--- src/rtl/bp_be_late_wb_buffer_if.sv ---
// Producer/scheduler bundle for the late writeback buffer.
// The slave modport is the buffer's view; master is the producer and scheduler side.
interface bp_be_late_wb_buffer_if #(parameter int pkt_width_p = 80);
  logic                   wb_v_i;
  logic                   wb_ready_and_o;
  logic [pkt_width_p-1:0] wb_pkt_i;
  logic                   wb_irf_i;
  logic                   wb_frf_i;
  logic [4:0]             wb_rd_addr_i;
  logic [pkt_width_p-1:0] late_wb_pkt_o;
  logic                   late_wb_v_o;
  logic                   late_wb_force_o;
  logic                   late_wb_yumi_i;
  logic [31:0]            pending_irf_o;
  logic [31:0]            pending_frf_o;

  modport slave (
    input  wb_v_i, wb_pkt_i, wb_irf_i, wb_frf_i, wb_rd_addr_i, late_wb_yumi_i,
    output wb_ready_and_o, late_wb_pkt_o, late_wb_v_o, late_wb_force_o,
           pending_irf_o, pending_frf_o
  );

  modport master (
    output wb_v_i, wb_pkt_i, wb_irf_i, wb_frf_i, wb_rd_addr_i, late_wb_yumi_i,
    input  wb_ready_and_o, late_wb_pkt_o, late_wb_v_o, late_wb_force_o,
           pending_irf_o, pending_frf_o
  );
endinterface

--- src/rtl/bp_be_late_wb_buffer.sv ---
// Circular FIFO holding long-latency results until the scheduler grants a regfile
// write port; tracks pending destinations and raises force when the head starves.
module bp_be_late_wb_buffer #(
  parameter int els_p       = 4,
  parameter int pkt_width_p = 80,
  parameter int starve_p    = 8
) (
  input  logic                    clk_i,
  input  logic                    reset_n_i,
  bp_be_late_wb_buffer_if.slave   bus
);

  localparam int ptr_w = $clog2(els_p);
  localparam int cnt_w = ptr_w + 1;
  localparam int age_w = $clog2(starve_p + 1);

  logic [pkt_width_p-1:0] pkt_mem [els_p];
  logic [4:0]             rd_mem  [els_p];
  logic [els_p-1:0]       irf_mem;
  logic [els_p-1:0]       frf_mem;

  logic [ptr_w-1:0] head_r, tail_r;
  logic [cnt_w-1:0] count_r;
  logic [age_w-1:0] age_r;
  logic [els_p-1:0] valid_r;

  logic enq, deq, empty, full;
  logic [31:0] pend_irf, pend_frf;

  assign empty = (count_r == '0);
  assign full  = (count_r == cnt_w'(els_p));
  assign enq   = bus.wb_v_i & ~full;
  assign deq   = bus.late_wb_yumi_i & ~empty;

  assign bus.wb_ready_and_o  = ~full;
  assign bus.late_wb_v_o     = ~empty;
  assign bus.late_wb_pkt_o   = pkt_mem[head_r];
  assign bus.late_wb_force_o = ~empty & ((age_r >= age_w'(starve_p)) | full);
  assign bus.pending_irf_o   = pend_irf;
  assign bus.pending_frf_o   = pend_frf;

  // Entry payload: written at the tail, never reset
  always_ff @(posedge clk_i) begin
    if (enq) begin
      pkt_mem[tail_r] <= bus.wb_pkt_i;
      rd_mem[tail_r]  <= bus.wb_rd_addr_i;
      irf_mem[tail_r] <= bus.wb_irf_i;
      frf_mem[tail_r] <= bus.wb_frf_i;
    end
  end

  // Control state: pointers, occupancy, head age
  always_ff @(posedge clk_i or negedge reset_n_i) begin
    if (!reset_n_i) begin
      head_r  <= '0;
      tail_r  <= '0;
      count_r <= '0;
      age_r   <= '0;
      valid_r <= '0;
    end else begin
      if (enq) begin
        tail_r          <= tail_r + ptr_w'(1);
        valid_r[tail_r] <= 1'b1;
      end
      if (deq) begin
        head_r          <= head_r + ptr_w'(1);
        valid_r[head_r] <= 1'b0;
      end
      case ({enq, deq})
        2'b10:   count_r <= count_r + cnt_w'(1);
        2'b01:   count_r <= count_r - cnt_w'(1);
        default: count_r <= count_r;
      endcase
      // A fresh head starts aging from zero; a waiting head saturates at starve_p
      if (deq || (enq && empty))
        age_r <= '0;
      else if (!empty && !bus.late_wb_yumi_i && (age_r < age_w'(starve_p)))
        age_r <= age_r + age_w'(1);
    end
  end

  always_comb begin
    pend_irf = '0;
    pend_frf = '0;
    for (int i = 0; i < els_p; i++) begin
      if (valid_r[i] && irf_mem[i]) pend_irf[rd_mem[i]] = 1'b1;
      if (valid_r[i] && frf_mem[i]) pend_frf[rd_mem[i]] = 1'b1;
    end
    // x0 is hardwired zero, so a write to it is never a hazard
    pend_irf[0] = 1'b0;
  end

  always_ff @(posedge clk_i) begin
    if (reset_n_i)
      assert (!(bus.late_wb_yumi_i && empty))
        else $error("late_wb_yumi_i asserted while buffer empty");
  end

endmodule

--- src/flat_wrapper.sv ---
// flat-port wrapper written by rule: the top's interface ports become plain ports
module bp_be_late_wb_buffer_flat 
#(
  parameter int els_p       = 4,
  parameter int pkt_width_p = 80,
  parameter int starve_p    = 8
)
  (clk_i, reset_n_i, bus_wb_v_i, bus_wb_pkt_i, bus_wb_irf_i, bus_wb_frf_i, bus_wb_rd_addr_i, bus_late_wb_yumi_i, bus_wb_ready_and_o, bus_late_wb_pkt_o, bus_late_wb_v_o, bus_late_wb_force_o, bus_pending_irf_o, bus_pending_frf_o);
  bp_be_late_wb_buffer_if #(.pkt_width_p(pkt_width_p)) bus_i ();
  input  logic clk_i;
  input  logic reset_n_i;
  input wire logic [$bits(bus_i.wb_v_i)-1:0] bus_wb_v_i;
  input wire logic [$bits(bus_i.wb_pkt_i)-1:0] bus_wb_pkt_i;
  input wire logic [$bits(bus_i.wb_irf_i)-1:0] bus_wb_irf_i;
  input wire logic [$bits(bus_i.wb_frf_i)-1:0] bus_wb_frf_i;
  input wire logic [$bits(bus_i.wb_rd_addr_i)-1:0] bus_wb_rd_addr_i;
  input wire logic [$bits(bus_i.late_wb_yumi_i)-1:0] bus_late_wb_yumi_i;
  output wire logic [$bits(bus_i.wb_ready_and_o)-1:0] bus_wb_ready_and_o;
  output wire logic [$bits(bus_i.late_wb_pkt_o)-1:0] bus_late_wb_pkt_o;
  output wire logic [$bits(bus_i.late_wb_v_o)-1:0] bus_late_wb_v_o;
  output wire logic [$bits(bus_i.late_wb_force_o)-1:0] bus_late_wb_force_o;
  output wire logic [$bits(bus_i.pending_irf_o)-1:0] bus_pending_irf_o;
  output wire logic [$bits(bus_i.pending_frf_o)-1:0] bus_pending_frf_o;
  assign bus_i.wb_v_i = bus_wb_v_i;
  assign bus_i.wb_pkt_i = bus_wb_pkt_i;
  assign bus_i.wb_irf_i = bus_wb_irf_i;
  assign bus_i.wb_frf_i = bus_wb_frf_i;
  assign bus_i.wb_rd_addr_i = bus_wb_rd_addr_i;
  assign bus_i.late_wb_yumi_i = bus_late_wb_yumi_i;
  assign bus_wb_ready_and_o = bus_i.wb_ready_and_o;
  assign bus_late_wb_pkt_o = bus_i.late_wb_pkt_o;
  assign bus_late_wb_v_o = bus_i.late_wb_v_o;
  assign bus_late_wb_force_o = bus_i.late_wb_force_o;
  assign bus_pending_irf_o = bus_i.pending_irf_o;
  assign bus_pending_frf_o = bus_i.pending_frf_o;
  bp_be_late_wb_buffer #(.els_p(els_p), .pkt_width_p(pkt_width_p), .starve_p(starve_p)) u_core (.clk_i(clk_i), .reset_n_i(reset_n_i), .bus(bus_i));
endmodule
--- config.mk ---
export PLATFORM = sky130hd
export DESIGN_NAME = bp_be_late_wb_buffer_flat
export DESIGN_NICKNAME = d
export VERILOG_FILES = /design/src/rtl/bp_be_late_wb_buffer_if.sv /design/src/rtl/bp_be_late_wb_buffer.sv /design/src/flat_wrapper.sv
export SDC_FILE = /design/constraint.sdc
export NUM_CORES = 1
export LEC_CHECK = 0
export ABC_AREA = 1
export CAP_MARGIN = 20
export CORE_MARGIN = 2
export CORE_UTILIZATION = 42
export DETAILED_ROUTE_END_ITERATION = 8
export PLACE_DENSITY = 0.66
export SYNTH_ARGS = -nofsm -noshare
export SYNTH_HDL_FRONTEND = slang
export SYNTH_SLANG_ARGS = --single-unit
--- constraint.sdc ---
create_clock -name clk_i -period 5.2 [get_ports clk_i]
set_input_delay 0.78 -clock clk_i [delete_from_list [all_inputs] [get_ports clk_i]]
set_output_delay 0.78 -clock clk_i [all_outputs]
set_load 0.05 [all_outputs]
Word-level counts from Yosys, hierarchy flattened
Memories as Yosys holds them, arrays and structs flattened. Index checks and enable logic that the tools add are counted.

Bits in writable memories: 340. Output and inout bits: 147. Memories kept: 2. Bits in registers: 23. Latch bits: 0. Bits in read-only memories: 0.

Memory list: u_core.pkt_mem (depth 4, bits a word 80, rd ports 1, clocked after memory_dff 0, wr ports 1, RTL line bp_be_late_wb_buffer.sv:17) `logic [pkt_width_p-1:0] pkt_mem [els_p];`; u_core.rd_mem (depth 4, bits a word 5, rd ports 4, clocked after memory_dff 0, wr ports 1, RTL line bp_be_late_wb_buffer.sv:18) `logic [4:0] rd_mem [els_p];`.

Add/subtract/negate cells: 5. Shift operators: 0. Multiplexer cells: 29. Reduce and logical (&&, ||, !) cells: 23. Magnitude comparators: 14. Eq/ne operators: 3. Bitwise logic cells: 15. Multiply operators: 0. Divide/modulo/power cells: 0.

Operators with widths (count): 2-to-1 mux 32 bit (8); bitwise OR 32 bit (6); < comparator 5 x 6 -> 1 bit (second input constant) (4); demux 1 bit (select 5 bit) (4); greater-or-equal comparator 5 x 1 -> 1 bit (second input constant) (4); logical AND 1 bit (17); 2-to-1 mux 4 bit (4); bitwise mux 4 bit (2); 2-to-1 mux 1 bit (8); < comparator 2 x 3 -> 1 bit (second input constant) (2); case mux 3 bit (2 select lines) (1); adder 2 x 1 -> 2 bit (second input constant) (2); adder 4 x 1 -> 4 bit (second input constant) (1); AND 4 bit (1); demux 1 bit (select 2 bit) (2); greater-or-equal comparator 2 x 1 -> 1 bit (second input constant) (2); greater-or-equal comparator 4 bit (second input constant) (1); < comparator 4 bit (second input constant) (1); NOT 4 bit (1); bitwise OR 4 bit (1); nonzero test 2 bit (2); adder 3 x 1 -> 3 bit (second input constant) (1); AND 1 bit (3); == test 3 bit (second input constant) (1); 8 further kinds (10).

Depth between registers and ports, before layout
Gate-level depths: netlist of run 1. An unclocked memory read counts as a cell.

Depth in word-level cells: 12. Gate-level depth with buffers: 10.

Worst setup path before layout of run 1
OpenSTA, ideal clock, no wires.

Path type: flip-flop to flip-flop. From: register u_core.count_r[0]. To: register u_core.frf_mem[1], enable pin. Arrival: 4.735 ns. Cell stages (with the launch flop): 5. Path slack: -0.070 ns. Data required time: 4.665 ns. Library setup time: 0.535 ns. Period minus slack after synthesis: 5.270 ns. Buffers on the path: 0. Path through: dfrtp_1 nor2_4 nand2_1 nand2_2 nor2_1.

Longest elaborated chain between the ends: 3.

Ends and longest elaborated chain: from (decl) (RTL line bp_be_late_wb_buffer.sv:23) `logic [cnt_w-1:0] count_r;`; from (signal assigned) (RTL line bp_be_late_wb_buffer.sv:70) `2'b10: count_r <= count_r + cnt_w'(1);`; from (signal assigned) (RTL line bp_be_late_wb_buffer.sv:71) `2'b01: count_r <= count_r - cnt_w'(1);`; from (signal assigned) (RTL line bp_be_late_wb_buffer.sv:72) `default: count_r <= count_r;`; == test 3 bit (RTL line bp_be_late_wb_buffer.sv:31) `assign full = (count_r == cnt_w'(els_p));`; NOT 1 bit; net bus_wb_ready_and_o (RTL line flat_wrapper.sv:18) `output wire logic [$bits(bus_i.wb_ready_and_o)-1:0] bus_wb_ready_and_o;`; AND 1 bit (RTL line bp_be_late_wb_buffer.sv:32) `assign enq = bus.wb_v_i & ~full;`; to (signal, indexed assignment) (RTL line bp_be_late_wb_buffer.sv:48) `frf_mem[tail_r] <= bus.wb_frf_i;`; to (decl) (RTL line bp_be_late_wb_buffer.sv:20) `logic [els_p-1:0] frf_mem;`.

The timed path passes the listed nets, and every way through them passes these cells. A chain may end at the register's enable or synchronous reset.

Final worst setup path of run 1
From: register u_core.valid_r[0]. To: output bus_pending_frf_o[4].

Longest elaborated chain between the ends: 8.

Ends and longest elaborated chain: from (decl) (RTL line bp_be_late_wb_buffer.sv:25) `logic [els_p-1:0] valid_r;`; from (signal assigned) (RTL line bp_be_late_wb_buffer.sv:59) `valid_r <= '0;`; from (signal, indexed assignment) (RTL line bp_be_late_wb_buffer.sv:63) `valid_r[tail_r] <= 1'b1;`; from (signal, indexed assignment) (RTL line bp_be_late_wb_buffer.sv:67) `valid_r[head_r] <= 1'b0;`; logical AND 1 bit * (RTL line bp_be_late_wb_buffer.sv:87) `if (valid_r[i] && frf_mem[i]) pend_frf[rd_mem[i]] = 1'b1;`; 2-to-1 mux 32 bit * (RTL line bp_be_late_wb_buffer.sv:87); bitwise OR 32 bit (no source line); 2-to-1 mux 32 bit * (RTL line bp_be_late_wb_buffer.sv:87); bitwise OR 32 bit (no source line); 2-to-1 mux 32 bit * (RTL line bp_be_late_wb_buffer.sv:87); bitwise OR 32 bit (no source line); 2-to-1 mux 32 bit * (RTL line bp_be_late_wb_buffer.sv:87); to (decl) (RTL line flat_wrapper.sv:23) `output wire logic [$bits(bus_i.pending_frf_o)-1:0] bus_pending_frf_o;`.

Mark *: on every way between the ends. The rest lies on a longest branch, timed or not.

==> load_flow_metrics.sql, run 1 <==
INSERT INTO impl_metrics (metric_group, metric, value, unit) VALUES
('outcome', 'result_of_the_run', 'complete, no violations', ''),
('worst_setup_path', 'critical_path.slowest_cell', 'sky130_fd_sc_hd__clkdlybuf4s50_1', ''),
('cts', 'cts_htree_levels', '2', ''),
('placement', 'dp_cells', '2242', ''),
('worst_setup_path', 'minimum_setup_slack_among_reg_to_reg_paths', '2.83', 'ns'),
('synthesis', 'post_synth_inst_count', '1540', ''),
('timing', 'timing.final.max_slew_violations', '0', ''),
('synthesis', 'post_synth.cell_area_avg', '11.0', 'sq um'),
('cells_and_area', 'nets', '1859', ''),
('timing', 'timing.max_slew.rel_slack', '0.336', ''),
('synthesis', 'synth_seq_cells', '363', ''),
('worst_setup_path', 'critical_path.endpoint_type', 'output pin', ''),
('timing', 'rsz0062_at_grt', 'no', ''),
('global_routing', 'globalRouteOverflowTotal', '0', ''),
('timing', 'hold_violations', '0', ''),
('synthesis', 'synth_enable_flop_cells', '348', ''),
('die', 'die_h', '205', 'um'),
('synthesis', 'synth_async_sr_flop_share', '0.0413', ''),
('synthesis', 'synth_top_cells_by_area', 'sky130_fd_sc_hd__edfxtp_1 (62%), sky130_fd_sc_hd__nor2_1 (6.0%), sky130_fd_sc_hd__o22ai_2 (5.8%), sky130_fd_sc_hd__o21ai_0 (4.8%), sky130_fd_sc_hd__nand2_1 (4.1%)', ''),
('synthesis', 'ys_dominant_reg_cell', 'sky130_fd_sc_hd__edfxtp_1', ''),
('route', 'ant_nets', '0', ''),
('cts', 'cts.sinks', '363', ''),
('cells_and_area', 'layout-drive-gt1-share', '0.129', ''),
('timing', 'max_clock_freq', '249', 'MHz'),
('power_and_ir_drop', 'power.ir.vdd_worst', '0.000568', 'V'),
('cts', 'clock_tree_from_tritoncts', 'done', ''),
('worst_setup_path', 'timing.critical_path.cells', 'nand2_1 -> inv_1 -> nand2_1 -> nor2_1 -> nor2_1 -> nand3_1 -> clkdlybuf4s50_1', ''),
('die', 'die_w', '205', 'um'),
('power_and_ir_drop', 'cellLeakagePower', '7.43', 'nW'),
('cts', 'clk-insertion-delay-late', '0.52', 'ns'),
('route', 'drt_drc_violations_left', '0', ''),
('cts', 'cts.repair.resized', '0', ''),
('timing', 'hold_slack', '0.529', 'ns'),
('global_routing', 'grt_pass1_wl', '67900', 'um'),
('global_routing', 'groute.usage.overall', '0.210', ''),
('route', 'total_iterations_of_the_first_detailed_routing_run', '5', ''),
('worst_hold_path', 'min-delay-path-class', 'reg -> reg', ''),
('die', 'floorplan.die_area', '42000', 'sq um'),
('synthesis', 'yosysWarningCount', '0', ''),
('route', 'routed_wl', '44900', 'um'),
('synthesis', 'synth-seq-area-share', '0.638', ''),
('power_and_ir_drop', 'report.power.total', '12.7', 'mW'),
('worst_setup_path', 'cp.arrival', '3.23', 'ns'),
('placement', 'place.port_buffers', '236', ''),
('die', 'ioPinCount', '238', ''),
('timing', 'final_critical_delay_including_setup_and_external_delays', '4.01', 'ns'),
('worst_setup_path', 'crit_type', 'reg -> out', ''),
('timing', 'timing.final.crit_share', '0.771', ''),
('global_routing', 'grt_max_degree', '163', ''),
('worst_setup_path', 'required', '4.42', 'ns'),
('route', 'vias_per_cell', '5.27', ''),
('cts', 'number_of_buffers_added_to_fix_hold_violations_after_cts', '0', ''),
('cts', 'clock_tree.root_cell', 'sky130_fd_sc_hd__clkbuf_16', ''),
('die', 'std_cell_rows', '73', ''),
('global_routing', 'antenna_found_initial', '5', ''),
('placement', 'place_hpwl', '29000', 'um'),
('placement', 'finalWeightedCongestion', '0.970', ''),
('route', 'via_count', '12182', ''),
('flow_run', 'drv.max_cap_violation_count', '0', ''),
('worst_setup_path', 'largest_stage_delay_worst_path', '0.83', 'ns'),
('cts', 'cts_buffers', '37', ''),
('synthesis', 'post_synth_instance_area', '17000', 'sq um'),
('timing', 'setup-violations-final', '0', ''),
('power_and_ir_drop', 'power_density_over_the_cells', '609', 'nW/um^2'),
('global_routing', 'first_global_vias', '11830', ''),
('synthesis', 'synth_top_area_frac', '0.616', ''),
('cells_and_area', 'filler_cell_count', '3522', ''),
('route', 'drt-initial-drc-count', '1045', ''),
('timing', 'worst-slew-pin-transition', '0.996', 'ns'),
('cells_and_area', 'syn2layout_area_growth', '22.7', '%'),
('cts', 'clockBufferDepth', '3', '');
cells in the final DEF, fill, tap and decap left out, types with 7 or more instances in the layout:
cell / count
sky130_fd_sc_hd__o22ai_2: 78
sky130_fd_sc_hd__clkdlybuf4s50_1: 236
sky130_fd_sc_hd__nand3_1: 122
sky130_fd_sc_hd__nor3_1: 51
sky130_fd_sc_hd__clkinv_1: 11
sky130_fd_sc_hd__a21oi_1: 17
sky130_fd_sc_hd__clkbuf_1: 13
sky130_fd_sc_hd__clkbuf_16: 37
sky130_fd_sc_hd__ha_1: 11
sky130_fd_sc_hd__nand4_1: 7
sky130_fd_sc_hd__edfxtp_1: 348
sky130_fd_sc_hd__nor2_1: 270
sky130_fd_sc_hd__dfrtp_1: 13
sky130_fd_sc_hd__nor2_2: 81
sky130_fd_sc_hd__o21ai_0: 162
sky130_fd_sc_hd__nand2_1: 186
sky130_fd_sc_hd__inv_1: 96
sky130_fd_sc_hd__buf_4: 11
cell usage after synthesis (all sizes together) (2+ instances only):
| library cell | number |
|---|---|
| inv | 99 |
| or2 | 2 |
| nand2 | 188 |
| clkbuf | 46 |
| o22ai | 80 |
| buf | 27 |
| o21ai | 163 |
| nand3 | 122 |
| edfxtp | 348 |
| nand4 | 7 |
| xor2 | 3 |
| nor3 | 51 |
| clkinv | 2 |
| dfrtp | 15 |
| ha | 11 |
| nor2 | 354 |
| a21oi | 17 |
critical path, delay by kind of cell (launching register included):
kind	cells	cell delay (ns)
buffers and inverters	2	1.37
flip-flops	1	0.36
AND/OR/NAND/NOR	5	0.97
stage by stage:
step | cell area, sq um | utilization | setup TNS (ns)
floorplan | 17000 | - | -12.21
detailed placement | 19700 | 0.494 | 0
global route | 20800 | 0.522 | 0
global placement | 19700 | 0.494 | 0
CTS | 20800 | 0.522 | 0
finish | 20800 | 0.523 | 0
layout make-up:
type                    count  area [sq um]  share of cell area
diodes                      3          7.51            0.000361
clock buffers              50           975              0.0468
clock inverters            17           158             0.00758
inverters                 101           392              0.0188
multi-input cells        1003          5290               0.254
flip-flops and latches    363         10800               0.520
well taps                 525           657              0.0316
repair buffers            250          2500               0.120
power breakdown:
part | switching [mW] | internal, mW | leakage, nW
Sequential | 0.197 | 3.86 | 3.37
Clock | 1.03 | 1.46 | 0.543
Combinational | 4.39 | 1.74 | 3.52
final timing paths:
path	from	end	depth (start not counted)
worst min register to register	u_core.valid_r[2]$_DFF_PN0_	u_core.valid_r[2]$_DFF_PN0_	2
worst max-delay path	u_core.valid_r[0]$_DFF_PN0_	bus_pending_frf_o[4]	7
min in group asynchronous	reset_n_i	u_core.age_r[3]$_DFFE_PN0P_	1
max in group asynchronous	reset_n_i	u_core.head_r[0]$_DFFE_PN0N_	1
worst max register to register	u_core.tail_r[0]$_DFFE_PN0P_	u_core.rd_mem[0][4]$_DFFE_PP_	5
worst min-delay path	u_core.valid_r[2]$_DFF_PN0_	u_core.valid_r[2]$_DFF_PN0_	2
flip-flops by register name (all words and copies together) (netlist names):
signal          cells
u_core.rd_mem      20
u_core.valid_r      4
u_core.count_r      3
u_core.irf_mem      4
u_core.head_r       2
u_core.tail_r       2
u_core.frf_mem      4
u_core.pkt_mem    320
u_core.age_r        4
metal layers:
layer / share of wire / global-route usage / up-vias
met2: 0.46 / 0.341 / 468
met5: 0.00093 / 0 / -
met3: 0.10 / 0.0711 / 81
met4: 0.026 / 0.0632 / 6
li1: - / - / 5833
met1: 0.41 / 0.267 / 5794
cell families (layout without fill, tap and decap cells):
kind of cell / after synthesis / after routing / synth area share
AO/OA/AOI/OAI: 261 / 261 / 0.112
XOR/XNOR: 4 / 4 / 0.00207
adder cells (fa/ha/maj): 12 / 12 / 0.00930
buffers and inverters: 174 / 418 / 0.0505
flip-flops: 363 / 363 / 0.638
other: 1 / 4 / 0.000221
AND/OR/NAND/NOR: 725 / 725 / 0.188
No activity file was read; power rests on OpenSTA's default activity.
==> run 2, diff against run 1 <==
--- a/config.mk
+++ b/config.mk
@@ -10,7 +10,6 @@
 export CORE_MARGIN = 2
 export CORE_UTILIZATION = 42
 export DETAILED_ROUTE_END_ITERATION = 8
-export PLACE_DENSITY = 0.66
 export SYNTH_ARGS = -nofsm -noshare
 export SYNTH_HDL_FRONTEND = slang
 export SYNTH_SLANG_ARGS = --single-unit
==> constraint.sdc (replaced) <==
create_clock -name clk_i -period 4.11 [get_ports clk_i]
set_input_delay 0.6165 -clock clk_i [delete_from_list [all_inputs] [get_ports clk_i]]
set_output_delay 0.6165 -clock clk_i [all_outputs]
set_load 0.05 [all_outputs]
==> load_flow_metrics.sql, run 2 (synthesis results as in run 1) <==
INSERT INTO impl_metrics (metric_group, metric, value, unit) VALUES
('die', 'die_h', '205', 'um'),
('outcome', 'result_of_the_run', 'complete, no violations', ''),
('cts', 'clock_tree_from_tritoncts', 'done', ''),
('timing', 'final_critical_delay_including_setup_and_external_delays', '3.66', 'ns'),
('timing', 'rsz0062_at_grt', 'no', ''),
('timing', 'timing.clock.skew', '0.0206', 'ns'),
('worst_setup_path', 'worst_r2r_endpoint', 'u_core.count_r[2]$_DFFE_PN0P_', ''),
('route', 'routed_wl', '47000', 'um'),
('cts', 'cts.sinks', '363', ''),
('cts', 'number_of_buffers_added_to_fix_hold_violations_after_cts', '0', ''),
('power_and_ir_drop', 'power.ir.vdd_worst', '0.000593', 'V'),
('global_routing', 'grt_max_degree', '163', ''),
('cts', 'cts.clk_slew.worst_paths', '0.06', 'ns'),
('timing', 'setup-violations-final', '0', ''),
('timing', 'timing.final.max_slew_violations', '0', ''),
('worst_setup_path', 'crit_path_end', 'bus_late_wb_pkt_o[29]', ''),
('cells_and_area', 'nets', '1876', ''),
('route', 'total_iterations_of_the_first_detailed_routing_run', '5', ''),
('cts', 'post_cts_buffers', '0', ''),
('route', 'vias_per_cell', '5.26', ''),
('cells_and_area', 'largest_register_ff_count', '320', ''),
('timing', 'timing.max_slew.rel_slack', '0.493', ''),
('timing', 'timing.final.crit_share', '0.890', ''),
('die', 'starting_density_of_the_core', '0.426', ''),
('cts', 'cts.repair.resized', '0', ''),
('route', 'drt-initial-drc-count', '932', ''),
('power_and_ir_drop', 'cellLeakagePower', '7.53', 'nW'),
('worst_setup_path', 'r2r_start', 'u_core.count_r[0]$_DFFE_PN0P_', ''),
('cells_and_area', 'finish.instance_area', '21000', 'sq um'),
('cts', 'clock_tree.root_cell', 'sky130_fd_sc_hd__clkbuf_16', ''),
('worst_setup_path', 'minimum_setup_slack_among_reg_to_reg_paths', '1.91', 'ns'),
('worst_hold_path', 'min-delay-path-class', 'reg -> reg', ''),
('placement', 'place.port_buffers', '236', ''),
('cells_and_area', 'reg.largest.list', 'u_core.pkt_mem x320, u_core.rd_mem x20', ''),
('worst_setup_path', 'worstPathMaxFanout', '59', ''),
('power_and_ir_drop', 'report.power.total', '16.2', 'mW'),
('timing', 'hold_violations', '0', ''),
('route', 'ant_nets', '0', ''),
('power_and_ir_drop', 'power_density_over_the_cells', '770', 'nW/um^2'),
('worst_setup_path', 'cp.arrival', '3.04', 'ns'),
('cts', 'cts_htree_levels', '2', ''),
('cells_and_area', 'largest-register', 'u_core.pkt_mem', ''),
('timing', 'worst-slew-pin-transition', '0.757', 'ns'),
('cts', 'cts_buffers', '38', ''),
('cts', 'clk-insertion-delay-late', '0.54', 'ns'),
('die', 'floorplan.die_area', '42000', 'sq um'),
('cells_and_area', 'filler_cell_count', '3505', ''),
('cells_and_area', 'layout_commonest_cell', 'sky130_fd_sc_hd__edfxtp_1', ''),
('global_routing', 'grt_pass1_wl', '71100', 'um'),
('die', 'die_w', '205', 'um'),
('worst_setup_path', 'crit_type', 'reg -> out', ''),
('cells_and_area', 'final_core_util', '0.527', ''),
('worst_setup_path', 'required', '3.49', 'ns'),
('worst_setup_path', 'crit_path_start', 'u_core.head_r[0]$_DFFE_PN0N_', ''),
('timing', 'hold_slack', '0.525', 'ns'),
('timing', 'max_clock_freq', '273', 'MHz'),
('flow_run', 'drv.max_cap_violation_count', '0', ''),
('global_routing', 'groute.usage.overall', '0.224', ''),
('route', 'via_count', '12245', ''),
('route', 'final_routed_wire_length_divided_by_cell_count', '20.2', 'um'),
('cells_and_area', 'syn2layout_area_growth', '23.8', '%'),
('global_routing', 'globalRouteOverflowTotal', '0', ''),
('global_routing', 'antenna_found_initial', '5', ''),
('worst_setup_path', 'startpoint_type', 'flip-flop', ''),
('route', 'drt_drc_violations_left', '0', ''),
('worst_setup_path', 'critical_path.slowest_cell', 'sky130_fd_sc_hd__clkdlybuf4s50_1', ''),
('cts', 'clockBufferDepth', '3', ''),
('die', 'ioPinCount', '238', ''),
('placement', 'detailed_place.area', '19900', 'sq um'),
('placement', 'place_hpwl', '30600', 'um'),
('cells_and_area', 'layout-drive-gt1-share', '0.139', ''),
('worst_setup_path', 'timing.critical_path.cells', 'inv_8 -> buf_4 -> o21ai_0 -> o22ai_2 -> clkdlybuf4s50_1', ''),
('global_routing', 'first_global_vias', '11709', ''),
('worst_setup_path', 'critical_path.endpoint_type', 'output pin', ''),
('cells_and_area', 'mostFrequentLayoutCells', 'sky130_fd_sc_hd__edfxtp_1 (348), sky130_fd_sc_hd__nor2_1 (270), sky130_fd_sc_hd__clkdlybuf4s50_1 (236)', ''),
('worst_setup_path', 'worstRegToRegCells', '10', ''),
('die', 'std_cell_rows', '73', ''),
('die', 'coreArea', '39800', 'sq um'),
('placement', 'finalWeightedCongestion', '1.03', ''),
('worst_setup_path', 'largest_stage_delay_worst_path', '0.83', 'ns');
[run 2: critical path: cells and delay by family, from the launching register on]
| family | cells | cell delay, ns |
|---|---|---|
| flops | 1 | 0.51 |
| compound gates | 2 | 0.32 |
| buf+inv | 3 | 1.63 |
[run 2: per-layer routing]
metal,vias to the layer above,part of all wire,GRT usage
met5,-,0.00096,0
met4,6,0.028,0.0665
met3,77,0.081,0.0597
met2,428,0.48,0.370
met1,5881,0.41,0.289
li1,5853,-,-
[run 2: layout make-up]
| type | count | area (sq um) | share of cell area |
|---|---|---|---|
| inverter | 101 | 392 | 0.0187 |
| tap | 525 | 657 | 0.0313 |
| sequential | 363 | 10800 | 0.516 |
| antenna | 2 | 5.00 | 0.000238 |
| multi-input combinational | 1003 | 5290 | 0.252 |
| clock buffer | 51 | 1020 | 0.0486 |
| timing repair buffer | 266 | 2700 | 0.129 |
| clock inverter | 15 | 96.3 | 0.00459 |
[run 2: metrics by stage]
stage,setup TNS [ns],setup slack (ns),std cells
finish,0,0.453,2326
global route,0,0.281,2324
CTS,0,0.399,2324
detailed placement,0,0.965,2258
global placement,0,0.974,2258
floorplan,-203.67,-1.16,1540
[run 2: worst min path at each step]
stage	from	to	slack [ns]	cells past startpoint
6_report	u_core.valid_r[1]$_DFF_PN0_	u_core.valid_r[1]$_DFF_PN0_	0.53	2
5_1_grt	u_core.valid_r[2]$_DFF_PN0_	u_core.valid_r[2]$_DFF_PN0_	0.57	2
4_1_cts	u_core.valid_r[1]$_DFF_PN0_	u_core.valid_r[1]$_DFF_PN0_	0.53	2
3_5_place_dp	u_core.age_r[3]$_DFFE_PN0P_	u_core.age_r[3]$_DFFE_PN0P_	0.52	2
3_3_place_gp	u_core.valid_r[1]$_DFF_PN0_	u_core.valid_r[1]$_DFF_PN0_	0.51	2
2_1_floorplan	reset_n_i	u_core.age_r[0]$_DFFE_PN0P_	0.32	0
[run 2: where the power goes]
| group | leakage [nW] | switching, mW | internal [mW] |
|---|---|---|---|
| clock network | 0.542 | 1.34 | 1.75 |
| logic | 3.62 | 5.61 | 2.32 |
| registers | 3.37 | 0.257 | 4.88 |
==> run 3, diff against run 2 <==
--- a/config.mk
+++ b/config.mk
@@ -5,7 +5,7 @@
 export SDC_FILE = /design/constraint.sdc
 export NUM_CORES = 1
 export LEC_CHECK = 0
-export ABC_AREA = 1
+export ABC_AREA = 0
 export CAP_MARGIN = 20
 export CORE_MARGIN = 2
 export CORE_UTILIZATION = 42
==> load_flow_metrics.sql, run 3 <==
INSERT INTO impl_metrics (metric_group, metric, value, unit) VALUES
('outcome', 'result_of_the_run', 'complete, no violations', ''),
('cells_and_area', 'layout-drive-gt1-share', '0.159', ''),
('synthesis', 'synth_enable_flop_cells', '348', ''),
('synthesis', 'ys_types', '52', ''),
('power_and_ir_drop', 'cellInternalPower', '9.02', 'mW'),
('timing', 'timing.clock.skew', '0.0101', 'ns'),
('synthesis', 'yosysWarningCount', '0', ''),
('power_and_ir_drop', 'net-switching-power', '5.65', 'mW'),
('synthesis', 'post_synth_inst_count', '811', ''),
('flow_run', 'drv.max_cap_violation_count', '0', ''),
('global_routing', 'grt_max_degree', '57', ''),
('timing', 'rsz0062_at_grt', 'no', ''),
('timing', 'setup-violations-final', '0', ''),
('cells_and_area', 'syn2layout_area_growth', '27.0', '%'),
('cells_and_area', 'largest_register_ff_count', '320', ''),
('timing', 'timing.setup.tns', '0', 'ns'),
('power_and_ir_drop', 'pwr-share-comb', '0.418', ''),
('die', 'coreArea', '35700', 'sq um'),
('placement', 'finalWeightedCongestion', '1.01', ''),
('route', 'final_routed_wire_length_divided_by_cell_count', '25.5', 'um'),
('route', 'total_iterations_of_the_first_detailed_routing_run', '6', ''),
('power_and_ir_drop', 'report.power.total', '14.7', 'mW'),
('power_and_ir_drop', 'clkPwrFrac', '0.221', ''),
('timing', 'worst-slew-pin-transition', '0.833', 'ns'),
('timing', 'final_critical_delay_including_setup_and_external_delays', '3.65', 'ns'),
('power_and_ir_drop', 'power.ir.vdd_worst', '0.000527', 'V'),
('die', 'die_h', '195', 'um'),
('synthesis', 'post_synth.cell_area_avg', '18.8', 'sq um'),
('cells_and_area', 'largest-register', 'u_core.pkt_mem', ''),
('synthesis', 'netlist_top_cells_count', 'sky130_fd_sc_hd__edfxtp_1 (348), sky130_fd_sc_hd__mux4_2 (80), sky130_fd_sc_hd__a22oi_1 (55), sky130_fd_sc_hd__o221ai_1 (55), sky130_fd_sc_hd__clkbuf_1 (33)', ''),
('global_routing', 'antenna_found_initial', '5', ''),
('cts', 'post_cts_buffers', '0', ''),
('power_and_ir_drop', 'power.share.switching', '0.385', ''),
('cts', 'clock_tree_from_tritoncts', 'done', ''),
('cts', 'clk-insertion-delay-late', '0.53', 'ns'),
('die', 'ioPinCount', '238', ''),
('synthesis', 'net_count_of_the_mapped_netlist', '914', ''),
('die', 'floorplan.die_area', '37900', 'sq um'),
('cts', 'cts.clk_slew.worst_paths', '0.06', 'ns'),
('power_and_ir_drop', 'power_density_over_the_cells', '757', 'nW/um^2'),
('worst_setup_path', 'critical_path.endpoint_type', 'output pin', ''),
('cells_and_area', 'mostFrequentLayoutCells', 'sky130_fd_sc_hd__edfxtp_1 (348), sky130_fd_sc_hd__clkdlybuf4s50_1 (236), sky130_fd_sc_hd__mux4_2 (80)', ''),
('cells_and_area', 'reg.largest.list', 'u_core.pkt_mem x320, u_core.rd_mem x20', ''),
('timing', 'timing.max_slew.rel_slack', '0.440', ''),
('worst_setup_path', 'crit_path_start', 'u_core.rd_mem[1][3]$_DFFE_PP_', ''),
('synthesis', 'post_synth_instance_area', '15300', 'sq um'),
('worst_hold_path', 'hold_path.startpoint', 'u_core.count_r[2]$_DFFE_PN0P_', ''),
('timing', 'timing.final.max_slew_violations', '0', ''),
('worst_setup_path', 'worstPathMaxFanout', '14', ''),
('power_and_ir_drop', 'cellLeakagePower', '6.21', 'nW'),
('worst_setup_path', 'required', '3.49', 'ns'),
('cts', 'cts_buffers', '38', ''),
('synthesis', 'post-synth-top-count-cell', 'sky130_fd_sc_hd__edfxtp_1', ''),
('cells_and_area', 'layout_commonest_cell', 'sky130_fd_sc_hd__edfxtp_1', ''),
('synthesis', 'synth_top_cells_by_area', 'sky130_fd_sc_hd__edfxtp_1 (69%), sky130_fd_sc_hd__mux4_2 (12%), sky130_fd_sc_hd__o221ai_1 (3.2%), sky130_fd_sc_hd__a22oi_1 (2.7%), sky130_fd_sc_hd__dfrtp_1 (2.5%)', ''),
('cts', 'cts.sinks', '363', ''),
('cells_and_area', 'filler_cell_count', '2849', ''),
('worst_setup_path', 'cp.arrival', '3.04', 'ns'),
('route', 'drt-initial-drc-count', '718', ''),
('timing', 'hold_violations', '0', ''),
('placement', 'place.port_buffers', '236', ''),
('die', 'starting_density_of_the_core', '0.428', ''),
('power_and_ir_drop', 'sequentialPowerShare', '0.361', ''),
('synthesis', 'synth_top_area_cell', 'sky130_fd_sc_hd__edfxtp_1', ''),
('cts', 'clock_tree.root_cell', 'sky130_fd_sc_hd__clkbuf_16', ''),
('worst_setup_path', 'minimum_setup_slack_among_reg_to_reg_paths', '1.82', 'ns'),
('global_routing', 'grt_pass1_wl', '59200', 'um'),
('worst_hold_path', 'min-delay-path-class', 'reg -> reg', ''),
('synthesis', 'synth_top_area_frac', '0.685', ''),
('cts', 'cts.repair.resized', '0', ''),
('cts', 'cts_htree_levels', '2', ''),
('timing', 'timing.final.crit_share', '0.888', ''),
('timing', 'max_clock_freq', '274', 'MHz'),
('synthesis', 'synth-seq-area-share', '0.710', ''),
('die', 'std_cell_rows', '69', ''),
('worst_setup_path', 'r2r_start', 'u_core.count_r[0]$_DFFE_PN0P_', ''),
('worst_setup_path', 'crit_type', 'reg -> out', ''),
('route', 'drt_drc_violations_left', '0', ''),
('route', 'ant_nets', '0', ''),
('synthesis', 'synth_seq_cells', '363', ''),
('cells_and_area', 'final_core_util', '0.543', ''),
('synthesis', 'synth_async_sr_flop_share', '0.0413', ''),
('route', 'routed_wl', '39200', 'um'),
('die', 'die_w', '195', 'um'),
('cts', 'clockBufferDepth', '3', ''),
('synthesis', 'ys_dominant_reg_cell', 'sky130_fd_sc_hd__edfxtp_1', ''),
('worst_setup_path', 'startpoint_type', 'flip-flop', ''),
('route', 'vias_per_cell', '5.81', ''),
('route', 'via_count', '8941', ''),
('global_routing', 'first_global_vias', '9097', ''),
('cts', 'number_of_buffers_added_to_fix_hold_violations_after_cts', '0', ''),
('global_routing', 'globalRouteOverflowTotal', '0', ''),
('placement', 'place_hpwl', '27300', 'um'),
('cells_and_area', 'nets', '1149', ''),
('global_routing', 'groute.usage.overall', '0.209', '');
==> run 3: changes by cell type in the layout (fill, tap and decap cells not counted), sizes merged, moves of 55 or more <==
cell / previous run / this run
o21ai: 163 / 6
nand3: 122 / 13
o22ai: 80 / 4
nand2: 188 / 14
a22oi: 0 / 55
o221ai: 0 / 55
inv: 100 / 13
nor2: 354 / 8
mux4: 0 / 80
==> run 3: critical path, stage by stage, from the launching register on <==
cell and delay (ns):
sky130_fd_sc_hd__edfxtp_1 0.53, sky130_fd_sc_hd__nor3_1 0.74, sky130_fd_sc_hd__a22oi_1 0.20, sky130_fd_sc_hd__o221ai_1 0.15, sky130_fd_sc_hd__clkdlybuf4s50_1 0.88
==> run 3: logic make-up (layout without fill, tap and decap cells) <==
family,after synthesis,after routing,synth area share
other,1,4,0.000246
adders and majority gates,12,12,0.0103
buffers and inverters,73,338,0.0203
muxes,83,83,0.120
xor gates and xnor gates,7,7,0.00402
DFF,363,363,0.710
and+or+nand+nor,135,135,0.0632
AOI/OAI and AO/OA,137,137,0.0718
==> run 3: power by group through the flow <==
stage                     registers [mW]  clock network [mW]  logic [mW]
after CTS                           5.30                3.34        6.25
final                               5.29                3.24        6.14
after global placement              5.34                   0        6.25
after floorplan                     5.18                   0        4.31
after global routing                5.38                3.48        6.47
after detailed placement            5.38                   0        6.22
==> run 3: area by class of cell <==
cell class / count / area (sq um) / share of cell area
Multi-Input combinational cell: 375 / 4140 / 0.214
Antenna cell: 3 / 7.51 / 0.000387
Tap cell: 461 / 577 / 0.0298
Timing Repair Buffer: 257 / 2590 / 0.134
Clock inverter: 24 / 204 / 0.0105
Sequential cell: 363 / 10800 / 0.559
Inverter: 11 / 41.3 / 0.00213
Clock buffer: 46 / 981 / 0.0506
==> run 3: final timing paths <==
check | to | depth (start not counted)
max | bus_pending_frf_o[3] | 4
min | u_core.count_r[2]$_DFFE_PN0P_ | 1
max reg2reg | u_core.count_r[2]$_DFFE_PN0P_ | 8
min reg2reg | u_core.count_r[2]$_DFFE_PN0P_ | 1
max in group asynchronous | u_core.head_r[0]$_DFFE_PN0N_ | 1
min in group asynchronous | u_core.tail_r[0]$_DFFE_PN0P_ | 1
==> run 3: layer usage <==
metal  track usage  wire, um  up-vias  part of all wire
met1         0.269     15800     4493              0.40
met3        0.0687      3710       75             0.095
li1              -         -     3978                 -
met5             0        13        -           0.00033
met4        0.0670      1150        2             0.029
met2         0.336     18600      393              0.47
==> run 3: metrics by stage <==
step / area (sq um) / worst slack (ns) / std cells / hold WS [ns]
final: 19400 / 0.458 / 1540 / 0.508
after detailed placement: 18200 / 1.07 / 1467 / 0.499
after global placement: 18200 / 0.994 / 1467 / 0.498
after global routing: 19400 / 0.357 / 1537 / 0.543
after CTS: 19400 / 0.498 / 1537 / 0.513
after floorplan: 15300 / 0.352 / 811 / 0.321
